$ cat src/rtl/note_window_shifter_if.sv
// Request, ROM-port and window-output bundle for note_window_shifter.
// Slave modport is the shifter side; master is the song-player / ROM side.
interface note_window_shifter_if #(
    parameter int NOTE_W = 16,
    parameter int LANES  = 3,
    parameter int WIN    = 5,
    parameter int ADDR_W = 9,
    parameter int SONG_W = 2
);
    logic                          note_advance;
    logic                          note_reverse;
    logic [SONG_W-1:0]             song_sel;
    logic                          loop_en;
    logic [ADDR_W-1:0]             rom_addr;
    logic [NOTE_W-1:0]             rom_data;
    logic [LANES*WIN*NOTE_W-1:0]   win_notes;
    logic [WIN-1:0]                valid;
    logic [ADDR_W-1:0]             pos;
    logic [ADDR_W-1:0]             step_count;
    logic                          busy;

    modport slave (
        input  note_advance, note_reverse, song_sel, loop_en, rom_data,
        output rom_addr, win_notes, valid, pos, step_count, busy
    );

    modport master (
        output note_advance, note_reverse, song_sel, loop_en, rom_data,
        input  rom_addr, win_notes, valid, pos, step_count, busy
    );
endinterface

$ cat src/rtl/note_window_shifter.sv
// WIN x LANES note window around the current song step, fetched from a 1-cycle sync ROM.
// Shift commits LANES+2 cycles after accept, song load 2+WIN*LANES+2; requests ignored while busy.
module note_window_shifter #(
    parameter int NOTE_W     = 16,
    parameter int LANES      = 3,
    parameter int WIN        = 5,
    parameter int ADDR_W     = 9,
    parameter int SONG_W     = 2,
    parameter int SONG_SHIFT = 7,
    parameter int MAX_STEPS  = 32
) (
    input  logic                 clk,
    input  logic                 rst,
    note_window_shifter_if.slave bus
);
    localparam int C      = WIN / 2;
    localparam int WORDS  = WIN * LANES;
    localparam int CNT_W  = $clog2(WORDS + 1);
    localparam int COL_W  = $clog2(WIN + 1);
    localparam int LANE_W = $clog2(LANES + 1);
    localparam int T_W    = ADDR_W + 2;
    localparam int BUS_W  = LANES * WIN * NOTE_W;

    typedef enum logic [2:0] {
        S_HDR, S_HDR_WAIT, S_FILL, S_IDLE, S_SHIFT, S_COMMIT
    } state_t;

    state_t              r_state, w_state_nxt;
    logic [SONG_W-1:0]   r_song;
    logic                r_loop;
    logic [ADDR_W-1:0]   r_n, r_pos_n;
    logic [CNT_W-1:0]    r_cnt;
    logic [COL_W-1:0]    r_col, r_cap_col;
    logic [LANE_W-1:0]   r_lane, r_cap_lane;
    logic                r_cap_vld;
    logic [BUS_W-1:0]    r_stg_notes, r_win_notes;
    logic [WIN-1:0]      r_stg_vld, r_valid;
    logic [ADDR_W-1:0]   r_pos, r_step_count;

    logic                w_busy;
    logic [ADDR_W-1:0]   w_rom_addr;
    logic                w_song_chg, w_adv_acc, w_rev_acc, w_rebuild;
    logic                w_n_zero, w_at_start, w_at_end;
    logic [CNT_W-1:0]    w_total;
    logic                w_issue;
    logic signed [T_W-1:0] w_t_raw, w_t_mod, w_n_s;
    logic                w_col_ok;
    logic [ADDR_W-1:0]   w_step, w_base_live, w_base, w_note_addr;
    logic [BUS_W-1:0]    w_stg_adv, w_stg_rev;

    assign w_n_zero   = (r_n == '0);
    assign w_at_start = (r_pos_n == '0);
    assign w_at_end   = (r_pos_n == r_n - ADDR_W'(1));
    assign w_song_chg = (bus.song_sel != r_song);
    assign w_adv_acc  = bus.note_advance & ~bus.note_reverse & ~w_n_zero & (~w_at_end | bus.loop_en);
    assign w_rev_acc  = bus.note_reverse & ~bus.note_advance & ~w_n_zero & (~w_at_start | bus.loop_en);
    // Shifted columns only stay correct if they were built under the same wrap mode.
    assign w_rebuild  = (bus.loop_en != r_loop);

    assign w_total = (r_state == S_FILL) ? CNT_W'(WORDS) : CNT_W'(LANES);
    assign w_issue = ((r_state == S_FILL) || (r_state == S_SHIFT)) && (r_cnt != w_total);

    // Step index of the column being fetched; the wrap loop only needs C passes.
    always_comb begin
        w_n_s   = signed'({2'b00, r_n});
        w_t_raw = signed'({2'b00, r_pos_n}) + signed'(T_W'(r_col)) - T_W'(C);
        w_t_mod = w_t_raw;
        for (int i = 0; i < C; i++) begin
            if (w_t_mod[T_W-1])
                w_t_mod = w_t_mod + w_n_s;
            else if (w_t_mod >= w_n_s)
                w_t_mod = w_t_mod - w_n_s;
        end
        w_col_ok = !w_n_zero && (r_loop || (!w_t_raw[T_W-1] && (w_t_raw < w_n_s)));
        w_step   = r_loop ? w_t_mod[ADDR_W-1:0] : w_t_raw[ADDR_W-1:0];
    end

    assign w_base_live = ADDR_W'(bus.song_sel) << SONG_SHIFT;
    assign w_base      = ADDR_W'(r_song) << SONG_SHIFT;
    assign w_note_addr = w_base + ADDR_W'(1) + ADDR_W'(w_step * LANES) + ADDR_W'(r_lane);

    always_comb begin
        w_stg_adv = '0;
        w_stg_rev = '0;
        for (int l = 0; l < LANES; l++) begin
            for (int k = 0; k < WIN - 1; k++) begin
                w_stg_adv[(l*WIN+k)*NOTE_W +: NOTE_W]   = r_stg_notes[(l*WIN+k+1)*NOTE_W +: NOTE_W];
                w_stg_rev[(l*WIN+k+1)*NOTE_W +: NOTE_W] = r_stg_notes[(l*WIN+k)*NOTE_W +: NOTE_W];
            end
        end
    end

    always_ff @(posedge clk) begin
        if (!rst)
            r_state <= S_HDR;
        else
            r_state <= w_state_nxt;
    end

    always_comb begin
        w_state_nxt = r_state;
        w_busy      = 1'b1;
        w_rom_addr  = '0;
        case (r_state)
            S_HDR: begin
                w_state_nxt = S_HDR_WAIT;
                w_rom_addr  = w_base_live;
            end
            S_HDR_WAIT: w_state_nxt = S_FILL;
            S_FILL, S_SHIFT: begin
                if (w_issue && w_col_ok)
                    w_rom_addr = w_note_addr;
                if (!w_issue)
                    w_state_nxt = S_COMMIT;
            end
            S_COMMIT: w_state_nxt = S_IDLE;
            S_IDLE: begin
                w_busy = 1'b0;
                if (w_song_chg)
                    w_state_nxt = S_HDR;
                else if (w_adv_acc || w_rev_acc)
                    w_state_nxt = w_rebuild ? S_FILL : S_SHIFT;
            end
            default: w_state_nxt = S_HDR;
        endcase
        if (!rst)
            w_rom_addr = '0;
    end

    always_ff @(posedge clk) begin
        if (!rst) begin
            r_song       <= '0;
            r_loop       <= 1'b0;
            r_n          <= '0;
            r_pos_n      <= '0;
            r_cnt        <= '0;
            r_col        <= '0;
            r_lane       <= '0;
            r_cap_col    <= '0;
            r_cap_lane   <= '0;
            r_cap_vld    <= 1'b0;
            r_stg_notes  <= '0;
            r_stg_vld    <= '0;
            r_win_notes  <= '0;
            r_valid      <= '0;
            r_pos        <= '0;
            r_step_count <= '0;
        end else begin
            r_cap_vld <= 1'b0;
            if (r_cap_vld)
                r_stg_notes[(int'(r_cap_lane)*WIN + int'(r_cap_col))*NOTE_W +: NOTE_W] <= bus.rom_data;
            case (r_state)
                S_HDR: begin
                    r_song  <= bus.song_sel;
                    r_loop  <= bus.loop_en;
                    r_pos_n <= '0;
                end
                S_HDR_WAIT: begin
                    r_n <= (bus.rom_data[ADDR_W-1:0] > ADDR_W'(MAX_STEPS)) ?
                           ADDR_W'(MAX_STEPS) : bus.rom_data[ADDR_W-1:0];
                    r_cnt       <= '0;
                    r_col       <= '0;
                    r_lane      <= '0;
                    r_stg_notes <= '0;
                    r_stg_vld   <= '0;
                end
                S_FILL, S_SHIFT: begin
                    if (w_issue) begin
                        r_cap_vld        <= w_col_ok;
                        r_cap_col        <= r_col;
                        r_cap_lane       <= r_lane;
                        r_stg_vld[r_col] <= w_col_ok;
                        r_cnt            <= r_cnt + 1'b1;
                        if (r_lane == LANE_W'(LANES - 1)) begin
                            r_lane <= '0;
                            r_col  <= r_col + 1'b1;
                        end else begin
                            r_lane <= r_lane + 1'b1;
                        end
                    end
                end
                S_IDLE: begin
                    if (!w_song_chg && (w_adv_acc || w_rev_acc)) begin
                        r_loop <= bus.loop_en;
                        r_cnt  <= '0;
                        r_lane <= '0;
                        if (w_adv_acc)
                            r_pos_n <= w_at_end ? '0 : r_pos_n + 1'b1;
                        else
                            r_pos_n <= w_at_start ? r_n - 1'b1 : r_pos_n - 1'b1;
                        if (w_rebuild) begin
                            r_col       <= '0;
                            r_stg_notes <= '0;
                            r_stg_vld   <= '0;
                        end else if (w_adv_acc) begin
                            r_col       <= COL_W'(WIN - 1);
                            r_stg_notes <= w_stg_adv;
                            r_stg_vld   <= {1'b0, r_stg_vld[WIN-1:1]};
                        end else begin
                            r_col       <= '0;
                            r_stg_notes <= w_stg_rev;
                            r_stg_vld   <= {r_stg_vld[WIN-2:0], 1'b0};
                        end
                    end
                end
                S_COMMIT: begin
                    r_win_notes  <= r_stg_notes;
                    r_valid      <= r_stg_vld;
                    r_pos        <= r_pos_n;
                    r_step_count <= r_n;
                end
                default: ;
            endcase
        end
    end

    assign bus.rom_addr   = w_rom_addr;
    assign bus.busy       = w_busy;
    assign bus.win_notes  = r_win_notes;
    assign bus.valid      = r_valid;
    assign bus.pos        = r_pos;
    assign bus.step_count = r_step_count;
endmodule

$ cat src/flat_wrapper.sv
// flat-port wrapper written by rule: the top's interface ports become plain ports
module note_window_shifter_flat 
#(
    parameter int NOTE_W     = 16,
    parameter int LANES      = 3,
    parameter int WIN        = 5,
    parameter int ADDR_W     = 9,
    parameter int SONG_W     = 2,
    parameter int SONG_SHIFT = 7,
    parameter int MAX_STEPS  = 32
)
  (clk, rst, bus_note_advance, bus_note_reverse, bus_song_sel, bus_loop_en, bus_rom_data, bus_rom_addr, bus_win_notes, bus_valid, bus_pos, bus_step_count, bus_busy);
  note_window_shifter_if #(.NOTE_W(NOTE_W), .LANES(LANES), .WIN(WIN), .ADDR_W(ADDR_W), .SONG_W(SONG_W)) bus_i ();
  input  logic clk;
  input  logic rst;
  input wire logic [$bits(bus_i.note_advance)-1:0] bus_note_advance;
  input wire logic [$bits(bus_i.note_reverse)-1:0] bus_note_reverse;
  input wire logic [$bits(bus_i.song_sel)-1:0] bus_song_sel;
  input wire logic [$bits(bus_i.loop_en)-1:0] bus_loop_en;
  input wire logic [$bits(bus_i.rom_data)-1:0] bus_rom_data;
  output wire logic [$bits(bus_i.rom_addr)-1:0] bus_rom_addr;
  output wire logic [$bits(bus_i.win_notes)-1:0] bus_win_notes;
  output wire logic [$bits(bus_i.valid)-1:0] bus_valid;
  output wire logic [$bits(bus_i.pos)-1:0] bus_pos;
  output wire logic [$bits(bus_i.step_count)-1:0] bus_step_count;
  output wire logic [$bits(bus_i.busy)-1:0] bus_busy;
  assign bus_i.note_advance = bus_note_advance;
  assign bus_i.note_reverse = bus_note_reverse;
  assign bus_i.song_sel = bus_song_sel;
  assign bus_i.loop_en = bus_loop_en;
  assign bus_i.rom_data = bus_rom_data;
  assign bus_rom_addr = bus_i.rom_addr;
  assign bus_win_notes = bus_i.win_notes;
  assign bus_valid = bus_i.valid;
  assign bus_pos = bus_i.pos;
  assign bus_step_count = bus_i.step_count;
  assign bus_busy = bus_i.busy;
  note_window_shifter #(.NOTE_W(NOTE_W), .LANES(LANES), .WIN(WIN), .ADDR_W(ADDR_W), .SONG_W(SONG_W), .SONG_SHIFT(SONG_SHIFT), .MAX_STEPS(MAX_STEPS)) u_core (.clk(clk), .rst(rst), .bus(bus_i));
endmodule
$ cat config.mk
export PLATFORM = sky130hd
export DESIGN_NAME = note_window_shifter_flat
export DESIGN_NICKNAME = d
export VERILOG_FILES = /design/src/rtl/note_window_shifter_if.sv /design/src/rtl/note_window_shifter.sv /design/src/flat_wrapper.sv
export SDC_FILE = /design/constraint.sdc
export NUM_CORES = 2
export LEC_CHECK = 0
export CAP_MARGIN = 20
export CORE_MARGIN = 1.5
export CORE_UTILIZATION = 39
export CTS_CLUSTER_DIAMETER = 80
export DETAILED_ROUTE_END_ITERATION = 8
export MAX_ROUTING_LAYER = met4
export PLACE_DENSITY = 0.56
export SETUP_SLACK_MARGIN = 0.1
export SLEW_MARGIN = 20
export SYNTH_ARGS = -nofsm -noshare
export SYNTH_HDL_FRONTEND = slang
export SYNTH_SLANG_ARGS = --single-unit
$ cat constraint.sdc
create_clock -name clk -period 17 [get_ports clk]
set_input_delay 3.4 -clock clk [delete_from_list [all_inputs] [get_ports clk]]
set_output_delay 3.4 -clock clk [all_outputs]
set_load 0.005 [all_outputs]
# Word-level counts from Yosys, hierarchy flattened
# Cells that the tools add are included.
# word_totals
ff_bits	547
in_bits	23
out_inout_bits	273
wordCells	146
# op_classes
reduce_logical	24
magnitude_cmp	6
bitwise	13
mux	50
addsub	17
mul	2
eq_ne	15
shift	2
# op_table
operator	count
2-to-1 mux 240 bit	4
case mux 240 bit (2 select lines)	1
bitwise mux 240 bit	1
variable shift 16 x 33 -> 240 bit, first input constant	1
variable part select 16 x 33 -> 240 bit	1
2-to-1 mux 9 bit	10
case mux 9 bit (2 select lines)	2
negator 32 -> 33 bit	1
adder 28 x 4 -> 28 bit	1
2-to-1 mux 3 bit	9
greater-or-equal comparator 11 x 10 -> 1 bit	2
2-to-1 mux 11 bit	2
2-to-1 mux 5 bit	4
adder 9 x 1 -> 9 bit, second input constant	2
adder 9 bit	2
logical NOT 9 bit	2
subtractor 9 x 1 -> 9 bit, second input constant	2
case mux 3 bit (5 select lines)	1
case mux 5 bit (3 select lines)	1
2-to-1 mux 4 bit	3
case mux 4 bit (3 select lines)	1
adder 11 x 10 -> 11 bit	1
< comparator 11 x 10 -> 1 bit	1
subtractor 11 x 10 -> 11 bit	1
other kinds (43)	73

# Logic depth before layout (Yosys ltp)
# depth
ltp_word	15
ltp_mapped	48
depth_no_buf	47

# Worst setup path before layout
# OpenSTA, ideal clock, no wires.
# synth_path
path_kind	flip-flop to output port
start	reg u_core.r_col[0]
end	out bus_rom_addr[8]
required_time_ns	13.600
n_path_buf	1
arrival_time_ns	8.852
path_slack_ns	4.748
stages_incl_launch_ff	44
cell_sequence	dfxtp_1 > ha_1 > inv_1 > fa_1 > ha_1 > o21ai_0 > a22oi_1 > xnor2_1 > ha_1 > o21a_1 > o211ai_1 > a21oi_1 > o21ai_0 > nor2b_1 > and3_1 > ha_1 > clkbuf_1 > nor2_1 > (+8 left out) > nand3_1 > nor2_1 > mux2i_1 > a21oi_1 > inv_1 > fa_1 > inv_1 > fa_1 > a21o_1 > a21oi_1 > o21bai_1 > a21oi_1 > o21bai_1 > a21oi_1 > xnor2_1 > nor4b_1 > a311oi_1 > nand3_1
# synth_via
elab_chain_cells	15
word_cells_on_any_way	25
cone_classes	8 x add/sub; 1 x mul; 3 x order compare; 8 x mux; 5 x reduce/logical
# synth_lines
element	line_no	rtl
start, declared	note_window_shifter.sv:33	logic [COL_W-1:0] r_col, r_cap_col;
start signal, assigned	note_window_shifter.sv:176	r_col <= r_col + 1'b1;
start signal, assigned	note_window_shifter.sv:196	r_col <= COL_W'(WIN - 1);
adder 9 x 3 -> 10 bit (*)	note_window_shifter.sv:66	w_t_raw = signed'({2'b00, r_pos_n}) + signed'(T_W'(r_col)) - T_W'(C);
subtractor 11 x 3 -> 11 bit (*)	note_window_shifter.sv:66	
subtractor 11 x 10 -> 11 bit / greater-or-equal comparator 11 x 10 -> 1 bit (equally long branches)	note_window_shifter.sv:72, note_window_shifter.sv:71	
2-to-1 mux 11 bit	note_window_shifter.sv:71	else if (w_t_mod >= w_n_s)
2-to-1 mux 11 bit	note_window_shifter.sv:69	if (w_t_mod[T_W-1])
subtractor 9 bit / greater-or-equal comparator 11 x 10 -> 1 bit (equally long branches)	note_window_shifter.sv:72, note_window_shifter.sv:71	
2-to-1 mux 9 bit	note_window_shifter.sv:71	
2-to-1 mux 9 bit	note_window_shifter.sv:69	
2-to-1 mux 9 bit	note_window_shifter.sv:75	w_step = r_loop ? w_t_mod[ADDR_W-1:0] : w_t_raw[ADDR_W-1:0];
multiplier 9 x 2 -> 9 bit	note_window_shifter.sv:80	assign w_note_addr = w_base + ADDR_W'(1) + ADDR_W'(w_step * LANES) + ADDR_W'(r_lane);
adder 9 bit	note_window_shifter.sv:80	
adder 9 x 2 -> 9 bit	note_window_shifter.sv:80	
2-to-1 mux 9 bit (*)	note_window_shifter.sv:111	if (w_issue && w_col_ok)
case mux 9 bit (2 select lines) (*)	note_window_shifter.sv:104	case (r_state)
2-to-1 mux 9 bit (*)	note_window_shifter.sv:126	if (!rst)
end, declared	flat_wrapper.sv:21	output wire logic [$bits(bus_i.rom_addr)-1:0] bus_rom_addr;
# Every way passes the cells marked *; elsewhere a longest branch is shown, timed or not.

# Final worst setup path
# layout_path
start	reg u_core.r_pos_n[0]
end	out bus_rom_addr[8]
# layout_via
elab_chain_cells	15
word_cells_on_any_way	25
cone_classes	8 x add/sub; 1 x mul; 3 x order compare; 8 x mux; 5 x reduce/logical
# layout_lines
element	line_no	rtl
start, declared	note_window_shifter.sv:31	logic [ADDR_W-1:0] r_n, r_pos_n;
start signal, assigned	note_window_shifter.sv:188	r_pos_n <= w_at_end ? '0 : r_pos_n + 1'b1;
start signal, assigned	note_window_shifter.sv:190	r_pos_n <= w_at_start ? r_n - 1'b1 : r_pos_n - 1'b1;
adder 9 x 3 -> 10 bit (*)	note_window_shifter.sv:66	
subtractor 11 x 3 -> 11 bit (*)	note_window_shifter.sv:66	
subtractor 11 x 10 -> 11 bit / greater-or-equal comparator 11 x 10 -> 1 bit (equally long branches)	note_window_shifter.sv:72, note_window_shifter.sv:71	
2-to-1 mux 11 bit	note_window_shifter.sv:71	
2-to-1 mux 11 bit	note_window_shifter.sv:69	
subtractor 9 bit / greater-or-equal comparator 11 x 10 -> 1 bit (equally long branches)	note_window_shifter.sv:72, note_window_shifter.sv:71	
2-to-1 mux 9 bit	note_window_shifter.sv:71	
2-to-1 mux 9 bit	note_window_shifter.sv:69	
2-to-1 mux 9 bit	note_window_shifter.sv:75	
multiplier 9 x 2 -> 9 bit	note_window_shifter.sv:80	
adder 9 bit	note_window_shifter.sv:80	
adder 9 x 2 -> 9 bit	note_window_shifter.sv:80	
2-to-1 mux 9 bit (*)	note_window_shifter.sv:111	
case mux 9 bit (2 select lines) (*)	note_window_shifter.sv:104	
2-to-1 mux 9 bit (*)	note_window_shifter.sv:126	
# Marks and branches as above.

==> out/results.txt <==
max cap viols -> 0
Post-CTS Resized -> 0
unrepaired setup endpoints after global routing -> false
area of the core -> 70510 sq um
area of placed instances -> 31300 sq um
flip-flop and latch count after synthesis -> 547
worst clock skew on the final layout -> 0.04611 ns
Synth Net Count -> 3661
maximum number of pins on one net before global-route repair -> 169
clock tree from TritonCTS -> yes
total overflow reported by the global router -> 0
Cell Count Post-Placement -> 4562
Critical Path Sink Type -> output port
Initial Utilization -> 39.64%
number of hold buffers added after CTS -> 0
number of standard cells after synthesis -> 3566
Mean Syn Cell Area -> 7.838 sq um
DIE HEIGHT -> 270.7 um
net total in the final layout -> 3781
Worst Setup Slack post-DPL -> 2.227 ns
Achievable Freq -> 64.52 MHz
fill cell total of the finished layout -> 7063
overall via count from detail_route -> 26330
first-pass GRT wire length -> 156800 um
Finished Core Util -> 47.38%
share of async-settable or async-resettable flops after synthesis -> 0%
First DRT Iteration DRCs -> 2422
cts bufs inserted -> 60
worst path arrival time -> 12.10 ns
deepest level of the CTS H-tree -> 2
Slowest Stage Delay on Critical Path -> 0.72 ns
most frequent cell on the critical path -> sky130_fd_sc_hd__a21oi_1
buffer depth of the longest clock path -> 3
pins over their slew limit -> 0
Detail Route Antenna Nets -> 0
critical path data required time -> 13.60 ns
area of all placed cells without fillers -> 33410 sq um
outcome -> finished clean
count of flip-flops with a built-in enable after synthesis -> 0
global-route usage over all layers -> 28.14%
fraction of the cycle the final worst path needs -> 91.17%
count of distinct cell types in the synthesized netlist -> 76
Final setup violation count -> 0
sequential fraction of the synthesis area -> 39.18%
half-perimeter wire length after detailed placement -> 71890 um
post-CTS setup buffer count -> 0
initial antenna violation count -> 6
drc violations -> 0
worst relative slew slack -> 24.12%
worst IR drop on VDD -> 0.08091 mV
worst hold-check path type -> register to register
GPL Wtd Cong -> 0.9467
critical path's slowest cell -> sky130_fd_sc_hd__fa_1
setup ws final -> 1.500 ns
power density relative to cell area -> 116.3 nW/um^2
area growth from synthesis to layout -> 19.55%
total clock sinks -> 547
Routed WL -> 104500 um
CP max FO -> 10
Worst-path clk slew -> 0.06 ns
root cell of the clock tree -> sky130_fd_sc_hd__clkbuf_16
Leak Pwr -> 0.01093 uW
vias in the first global route -> 24500
routed via count divided by cell count -> 5.628
Critical Path Source Type -> register
area of the die -> 73280 sq um
first-pass iteration count of the detailed router -> 5
count of warnings emitted by yosys -> 0
row count -> 97
fin cells -> 4679
Die Span X -> 270.7 um
Fin Setup TNS -> 0 ns
Cell Area, Synth -> 27950 sq um
count of input and output buffers -> 295
crit path kind -> register to output port
final routed wire length divided by cell count -> 22.34 um
insertion delay to the later sink of the worst-skew pair -> 0.66 ns
hold violation total from the final report -> 0
worst slew pin tran -> 1.135 ns
commonest register cell after synthesis -> sky130_fd_sc_hd__dfxtp_1
share of post-route cells with drive strength above 1 -> 5.297%
crit path time final -> 15.50 ns
I/O pin count -> 296
critical path, delay by kind of cell, from the launching register on:
kind	cells	cell delay (ns)
buffers and inverters	4	0.71
AOI/OAI and AO/OA	16	2.94
muxes	3	0.71
xor gates and xnor gates	2	0.77
DFF	1	0.50
and+or+nand+nor	10	2.83
adders and majority gates	7	3.01
final timing paths:
kind                        startpoint                        end  slack [ns]  cells past startpoint
max                  u_core.r_pos_n[0]            bus_rom_addr[8]        1.50                     42
min          u_core.bus.win_notes[216]  u_core.bus.win_notes[216]        0.45                      2
max reg2reg              u_core.r_n[1]     u_core.r_stg_notes[72]       11.35                     15
min reg2reg  u_core.bus.win_notes[216]  u_core.bus.win_notes[216]        0.45                      2
placed cells by master (no fill, tap or decap), drive strengths merged, types with 8 or more instances in the layout:
| cell type | instances |
|---|---|
| dfxtp | 547 |
| and2 | 29 |
| mux2i | 248 |
| or2 | 9 |
| nor3b | 8 |
| clkbuf | 84 |
| nor3 | 36 |
| fa | 9 |
| clkdlybuf4s50 | 295 |
| o21bai | 9 |
| nand2b | 12 |
| a211oi | 15 |
| and3 | 62 |
| a31oi | 37 |
| a21oi | 546 |
| clkinv | 17 |
| xnor2 | 47 |
| o22ai | 11 |
| a21o | 17 |
| nand2 | 691 |
| inv | 66 |
| buf | 48 |
| ha | 63 |
| o22a | 144 |
| or3 | 9 |
| nand3 | 84 |
| nand4 | 11 |
| nor2b | 55 |
| o211ai | 12 |
| nor2 | 360 |
| nor4 | 8 |
| o21ai | 30 |
| xor2 | 12 |
per-stage QoR:
step                      hold WS (ns)  total power [uW]
after floorplan                 0.4435              2256
after global placement          0.4422              2560
after detailed placement        0.4458              2535
after CTS                       0.4537              3887
after global routing            0.4702              4070
final                           0.4513              3885
report_power, final:
| group | internal, uW | switching (uW) | total, uW |
|---|---|---|---|
| Clock | 781 | 575 | 1360 |
| Sequential | 1300 | 37.4 | 1330 |
| Combinational | 405 | 790 | 1190 |
flip-flops by register name, indices dropped and copies added (netlist names), 2 cells and up:
register,flops
u_core.bus.valid,5
u_core.r_col,3
u_core.r_n,9
u_core.r_lane,2
u_core.r_stg_vld,5
u_core.bus.win_notes,240
u_core.r_song,2
u_core.r_state,3
u_core.r_cap_lane,2
u_core.r_cnt,4
u_core.r_cap_col,3
u_core.bus.step_count,9
u_core.bus.pos,9
u_core.r_pos_n,9
u_core.r_stg_notes,240
cells in the mapped netlist (all sizes together) (12+ instances only):
library cell	n	area, sq um
a211oi	15	117.6
a21o	17	127.6
a21oi	546	2733
a31oi	37	231.5
and2	29	181.4
and3	62	387.9
buf	61	366.6
clkbuf	224	840.8
dfxtp	547	10950
ha	63	788.3
inv	64	240.2
mux2i	248	2482
nand2	691	2594
nand2b	12	75.07
nand3	84	420.4
nor2	360	1356
nor2b	55	344.1
nor3	36	180.2
o211ai	12	90.09
o21ai	30	150.1
o22a	144	1261
xnor2	47	411.6
xor2	12	105.1
final cells by class:
cell class | count | area [sq um] | share of cell area, %
diodes | 1 | 2.502 | 0.007490
well taps | 940 | 1176 | 3.520
multi-input cells | 2670 | 15630 | 46.78
repair buffers | 343 | 3333 | 9.976
inverters | 64 | 247.7 | 0.7415
flip-flops and latches | 547 | 10950 | 32.77
clock inverters | 30 | 329.1 | 0.9849
clock buffers | 84 | 1742 | 5.213
metal layers:
layer	vias up	GRT usage [%]	wire length (um)
li1	12580	-	-
met1	12730	37.73	46610
met2	856	44.72	48840
met3	166	3.018	5996
met4	0	8.130	3087
met5	-	-	0
cells by family after synthesis:
family	Yosys count	share of synthesized area [%]
and+or+nand+nor	1389	21.38
AOI/OAI and AO/OA	897	19.79
DFF	547	39.18
buffers and inverters	349	5.180
muxes	251	9.003
adders and majority gates	72	3.465
xor gates and xnor gates	61	2.010
Power figures use the tool's default switching activity.
